### src/rtl/lcd_frame_capture.sv
// Sink for the PPU LCD pixel stream: packs 2bpp pixels four per byte into a
// double-buffered framebuffer and swaps banks on every cleanly completed frame.
module lcd_frame_capture #(
    parameter int H_PIXELS = 160,
    parameter int V_LINES  = 144,
    parameter int OFFSET_W = 13
) (
    input  logic                clock,
    input  logic                reset,
    input  logic                capture_en,
    input  logic                hsync,
    input  logic                vsync,
    input  logic [1:0]          pixel_data,
    input  logic                pixel_latch,
    input  logic                clear_errors,
    output logic [OFFSET_W:0]   fb_addr,
    output logic [7:0]          fb_data,
    output logic                fb_we,
    output logic                front_bank,
    output logic                frame_done,
    output logic                line_error,
    output logic                overrun_error,
    output logic                frame_error
);

    localparam int X_W = $clog2(H_PIXELS + 1);
    localparam int Y_W = $clog2(V_LINES + 1);
    localparam logic [X_W-1:0]      X_MAX          = X_W'(H_PIXELS);
    localparam logic [Y_W-1:0]      Y_MAX          = Y_W'(V_LINES);
    localparam logic [X_W-1:0]      X_ONE          = X_W'(1);
    localparam logic [Y_W-1:0]      Y_ONE          = Y_W'(1);
    localparam logic [OFFSET_W-1:0] BYTES_PER_LINE = OFFSET_W'(H_PIXELS / 4);

    typedef enum logic [1:0] {
        IDLE      = 2'd0,
        SYNC_WAIT = 2'd1,
        CAPTURE   = 2'd2
    } state_t;

    // Left-justifies a partially filled packer so missing trailing pixels read as 0.
    function automatic logic [7:0] align_byte(input logic [7:0] s, input logic [1:0] n);
        logic [7:0] r;
        case (n)
            2'd1:    r = {s[1:0], 6'd0};
            2'd2:    r = {s[3:0], 4'd0};
            2'd3:    r = {s[5:0], 2'd0};
            default: r = s;
        endcase
        return r;
    endfunction

    state_t                state_q, state_d;
    logic [X_W-1:0]        x_q, x_d, x_acc, x_line, x_m1;
    logic [Y_W-1:0]        y_q, y_d, y_line;
    logic [7:0]            shift_q, shift_d, shift_acc, shift_line;
    logic                  hsync_q, vsync_q;
    logic                  h_edge, v_edge;
    logic                  emit, line_set, ovr_set, frm_set;
    logic [OFFSET_W-1:0]   offset;
    logic [OFFSET_W:0]     fb_addr_q, fb_addr_d;
    logic [7:0]            fb_data_q, fb_data_d;
    logic                  fb_we_q, fb_we_d;
    logic                  front_bank_q, front_bank_d;
    logic                  frame_done_q, frame_done_d;
    logic                  line_error_q, line_error_d;
    logic                  overrun_error_q, overrun_error_d;
    logic                  frame_error_q, frame_error_d;

    assign h_edge = hsync & ~hsync_q;
    assign v_edge = vsync & ~vsync_q;

    // State register.
    always_ff @(posedge clock) begin
        if (reset) begin
            state_q <= IDLE;
        end else begin
            state_q <= state_d;
        end
    end

    // Next-state logic; dropping capture_en abandons any frame in progress.
    always_comb begin
        state_d = state_q;
        if (!capture_en) begin
            state_d = IDLE;
        end else begin
            case (state_q)
                IDLE:      state_d = SYNC_WAIT;
                SYNC_WAIT: state_d = v_edge ? CAPTURE : SYNC_WAIT;
                CAPTURE:   state_d = CAPTURE;
                default:   state_d = IDLE;
            endcase
        end
    end

    // Datapath: pixel accept, then line end, then frame end, all in one cycle.
    always_comb begin
        x_acc        = x_q;
        shift_acc    = shift_q;
        x_line       = x_q;
        y_line       = y_q;
        shift_line   = shift_q;
        emit         = 1'b0;
        line_set     = 1'b0;
        ovr_set      = 1'b0;
        frm_set      = 1'b0;
        x_d          = x_q;
        y_d          = y_q;
        shift_d      = shift_q;
        front_bank_d = front_bank_q;
        frame_done_d = 1'b0;
        if (state_q == SYNC_WAIT && capture_en && v_edge) begin
            x_d     = {X_W{1'b0}};
            y_d     = {Y_W{1'b0}};
            shift_d = 8'd0;
        end else if (state_q == CAPTURE && capture_en) begin
            if (pixel_latch) begin
                if (x_q < X_MAX && y_q < Y_MAX) begin
                    x_acc     = x_q + X_ONE;
                    shift_acc = {shift_q[5:0], pixel_data};
                    emit      = (x_q[1:0] == 2'd3);
                end else begin
                    ovr_set = 1'b1;
                end
            end else begin
                emit = 1'b0;
            end
            x_line     = x_acc;
            shift_line = shift_acc;
            if (h_edge && x_acc != {X_W{1'b0}}) begin
                // A short line still commits its partial byte.
                if (x_acc < X_MAX) begin
                    line_set = 1'b1;
                    emit     = emit | (x_acc[1:0] != 2'd0);
                end else begin
                    line_set = 1'b0;
                end
                x_line     = {X_W{1'b0}};
                shift_line = 8'd0;
                y_line     = (y_q < Y_MAX) ? (y_q + Y_ONE) : y_q;
            end else begin
                y_line = y_q;
            end
            if (v_edge) begin
                if (y_line == Y_MAX && x_line == {X_W{1'b0}}) begin
                    front_bank_d = ~front_bank_q;
                    frame_done_d = 1'b1;
                end else begin
                    frm_set = 1'b1;
                end
                x_line     = {X_W{1'b0}};
                y_line     = {Y_W{1'b0}};
                shift_line = 8'd0;
            end else begin
                frm_set = 1'b0;
            end
            x_d     = x_line;
            y_d     = y_line;
            shift_d = shift_line;
        end else begin
            emit = 1'b0;
        end
    end

    // Write port and sticky error flags; a same-cycle error beats clear_errors.
    always_comb begin
        x_m1            = x_acc - X_ONE;
        offset          = OFFSET_W'(y_q) * BYTES_PER_LINE + OFFSET_W'(x_m1 >> 2);
        fb_we_d         = emit;
        fb_addr_d       = emit ? {~front_bank_q, offset} : fb_addr_q;
        fb_data_d       = emit ? align_byte(shift_acc, x_acc[1:0]) : fb_data_q;
        line_error_d    = (line_error_q & ~clear_errors) | line_set;
        overrun_error_d = (overrun_error_q & ~clear_errors) | ovr_set;
        frame_error_d   = (frame_error_q & ~clear_errors) | frm_set;
    end

    // Datapath and output registers.
    always_ff @(posedge clock) begin
        if (reset) begin
            x_q             <= {X_W{1'b0}};
            y_q             <= {Y_W{1'b0}};
            shift_q         <= 8'd0;
            hsync_q         <= 1'b0;
            vsync_q         <= 1'b0;
            fb_addr_q       <= {(OFFSET_W + 1){1'b0}};
            fb_data_q       <= 8'd0;
            fb_we_q         <= 1'b0;
            front_bank_q    <= 1'b0;
            frame_done_q    <= 1'b0;
            line_error_q    <= 1'b0;
            overrun_error_q <= 1'b0;
            frame_error_q   <= 1'b0;
        end else begin
            x_q             <= x_d;
            y_q             <= y_d;
            shift_q         <= shift_d;
            hsync_q         <= hsync;
            vsync_q         <= vsync;
            fb_addr_q       <= fb_addr_d;
            fb_data_q       <= fb_data_d;
            fb_we_q         <= fb_we_d;
            front_bank_q    <= front_bank_d;
            frame_done_q    <= frame_done_d;
            line_error_q    <= line_error_d;
            overrun_error_q <= overrun_error_d;
            frame_error_q   <= frame_error_d;
        end
    end

    assign fb_addr       = fb_addr_q;
    assign fb_data       = fb_data_q;
    assign fb_we         = fb_we_q;
    assign front_bank    = front_bank_q;
    assign frame_done    = frame_done_q;
    assign line_error    = line_error_q;
    assign overrun_error = overrun_error_q;
    assign frame_error   = frame_error_q;

endmodule

### config.mk
export PLATFORM = sky130hd
export DESIGN_NAME = lcd_frame_capture
export DESIGN_NICKNAME = d
export VERILOG_FILES = /design/src/rtl/lcd_frame_capture.sv
export SDC_FILE = /design/constraint.sdc
export NUM_CORES = 1
export LEC_CHECK = 0
export ABC_AREA = 1
export CAP_MARGIN = 20
export CORE_ASPECT_RATIO = 1.1
export CORE_MARGIN = 4
export CORE_UTILIZATION = 50
export DETAILED_ROUTE_END_ITERATION = 10
export PLACE_DENSITY_LB_ADDON = 0.15
export REMOVE_ABC_BUFFERS = 1
export SYNTH_ARGS = -nofsm -noshare
export SYNTH_HDL_FRONTEND = slang
export SYNTH_SLANG_ARGS = --single-unit
export TNS_END_PERCENT = 5
### constraint.sdc
create_clock -name clock -period 3.7 [get_ports clock]
set_input_delay 0.37 -clock clock [delete_from_list [all_inputs] [get_ports clock]]
set_output_delay 0.37 -clock clock [all_outputs]
set_load 0.01 [all_outputs]
==> flow_summary.yaml <==
yosys:
  synth_seq_cells: 56
  syn_inst: 509
  netlist_area_um2: 3470
  synth_area_leaders: "dfxtp_1 32%, nand2_1 16%, ha_1 6.1%"
  avgSynthCellArea_um2: 6.82
  yosysUniqueCellTypes: 37
  ys_warn_count: 0
  ys_seq_area_frac: 0.323
  synth_top_cell_area_share: 0.323
  yosysTopAreaCell: "dfxtp_1"
grt:
  grt_max_degree: 26
  grt_pass1_vias: 3287
  grt_pass1_wl_um: 13900
  grt_usage: 0.206
  antenna_found_initial: 0
  grt_overflow_total: 0
power:
  p_leak_nw: 1.78
  p_per_area_nw_per_um2: 244
  ir_worst_vdd_v: 0.000176
timing:
  timing.fmax_mhz: 290
  setup_tns_ps: 0
  clock_skew_ps: 9.85
  finalHoldViolCount: 0
  fin_crit_sh: 0.933
  worstMarginPinSlew_ps: 877
  rsz0062_at_grt: "yes"
  setup_viol: 0
  slew_viol_final: 0
  period_minus_slack_ps: 3450
  max-slew-margin-rel: 0.415
drt:
  wire_per_inst_um: 12.6
  route.detailed.drc: 0
  vias_per_cell: 5.22
  final_antenna_net_count: 0
  vias: 3396
  wl_um: 8170
  dr.pass1.iters: 5
  drt_iter0_markers: 104
cells_and_area:
  area_growth_pct: 21.8
  final_util: 0.634
  num-nets-final: 596
  drive_above_1_share: 0.137
  num_antenna_cells: 0
  fin_area_um2: 4230
  fin_cells: 651
placed_design:
  hpwl_um: 5970
  port_buffers: 36
  gp_congestion: 0.871
  dp_cells: 642
  dpl_cell_area_um2: 4070
die:
  ios: 37
  start_util: 0.520
  num_rows: 31
  die-width_um: 87.4
  die_h_um: 95.4
  core_um2: 6670
  die_area_um2: 8340
setup_path:
  crit_start: "pixel_latch"
  regToRegSetupSlack_ps: 270
  endpoint_kind: "register"
  cp_slowest_stage_delay_ps: 570
  start_kind: "primary input"
  cp_max_fo: 4
  cp.required_ps: 3920
  critical_path_arrival_ps: 3670
  crit_path_top_delay_cell: "clkdlybuf4s50_1"
  reg2reg_depth: 27
  reg2reg_to: "fb_addr[12]"
  worstReg2RegStart: "y_q[5]"
  crit_path_frequent_cell: "nor2_1"
  critPathKind: "in2reg"
clock_network:
  hold_buffers: 0
  cts_max_level: 2
  clock-sinks: 56
  cts_tree: "built"
  clk_path_buf_depth: 2
  clockRootBuffer: "clkbuf_8"
  path_clk_slew_ps: 110
  cts_buffers: 5
  insertion_delay_ps: 320
worst_hold_path:
  min_path_type: "reg2reg"
  hp-start: "state_q[1]"
  holdPathEnd: "state_q[0]"
  worstHoldPathCells: 1
run_status:
  status: "complete, no violations"
flow_run:
  cap_violations: 0
==> registers in the layout, summed over array words and instances, names as in the netlist <==
signal / count
hsync_q: 1
fb_data: 8
line_error: 1
front_bank: 1
overrun_error: 1
frame_error: 1
frame_done: 1
vsync_q: 1
y_q: 8
x_q: 8
shift_q: 8
fb_we: 1
fb_addr: 14
state_q: 2
==> placed cells by master, fill, tap and decap left out, drive strengths merged <==
cell type,n
nand2,152
dfxtp,56
inv,50
o21ai,47
nor2,43
a21oi,39
nand3,38
clkdlybuf4s50,36
buf,33
ha,17
xor2,12
xnor2,7
nor3,7
a31oi,6
clkbuf,5
nand4,3
a221oi,3
nand3b,3
fa,2
clkinvlp,2
o21bai,1
or2,1
a21boi,1
a2111oi,1
mux2i,1
a22oi,1
a32o,1
clkinv,1
==> where the power goes <==
part / total, mW / internal (mW) / switching [mW]
Combinational: 0.0688 / 0.0238 / 0.0450
Sequential: 0.606 / 0.605 / 0.00155
Clock: 0.356 / 0.135 / 0.221
==> stage by stage <==
step	power, mW	setup WS (ps)	hold slack [ps]
2_1_floorplan	0.658	-757	402
3_3_place_gp	0.687	-47.2	420
3_5_place_dp	0.688	-147	431
4_1_cts	1.04	165	446
5_1_grt	1.07	-79.5	460
6_report	1.03	247	444
==> Yosys cell counts (all sizes together) <==
master	count
xnor2	7
o21ai	47
o21bai	1
nand3b	3
ha	17
clkbuf	8
a221oi	3
nor2	43
a31oi	6
nor3	7
nand2	152
a21boi	1
a21oi	39
fa	2
buf	9
nand3	38
a32o	1
inv	50
mux2i	1
a22oi	1
xor2	12
nand4	3
or2	1
a2111oi	1
dfxtp	56
==> repair_timing <==
| action | in CTS | in global routing |
|---|---|---|
| buffers inserted | 0 | 1 |
| endpoints found under the hold margin | 0 | 0 |
| gates resized for setup | 0 | 19 |
| setup endpoints to repair | 0 | 4 |
==> worst max-delay path: cells and delay by family <==
kind	cells	cell delay [ps]
xor gates and xnor gates	2	300
adders and majority gates	1	310
and+or+nand+nor	16	1820
AOI/OAI and AO/OA	2	130
buffers and inverters	4	750
==> layout make-up <==
| type | count | area (um2) |
|---|---|---|
| fill | 619 | 2440 |
| multi-input combinational | 386 | 2110 |
| sequential | 56 | 1130 |
| timing repair buffer | 69 | 608 |
| inverter | 50 | 188 |
| tap | 82 | 103 |
| clock buffer | 5 | 68.8 |
| clock inverter | 3 | 23.8 |
==> logic make-up (layout without fill, tap and decap cells) <==
group	Yosys count	count (layout)	share of synthesized area
and+or+nand+nor	247	247	0.313
AOI/OAI and AO/OA	100	100	0.158
buffers and inverters	67	127	0.0826
DFF	56	56	0.323
adders and majority gates	19	19	0.0728
xor gates and xnor gates	19	19	0.0480
muxes	1	1	0.00289
==> per-layer routing <==
metal	wire [um]	GRT usage	vias to the layer above
met5	0	0	-
met4	117	0.0742	0
met3	322	0.0311	9
met2	3940	0.363	71
met1	3790	0.253	1527
li1	-	-	1789
==> how the worst max path moves through the flow <==
stage	end	slack, ps	cells after the start
after global placement	fb_addr[12]	-50	25
after CTS	fb_addr[12]	170	25
after global routing	fb_addr[12]	-80	25
final	fb_addr[12]	250	25
after detailed placement	fb_addr[11]	-150	22
after floorplan	fb_addr[12]	-760	24
Power figures use the tool's default switching activity.
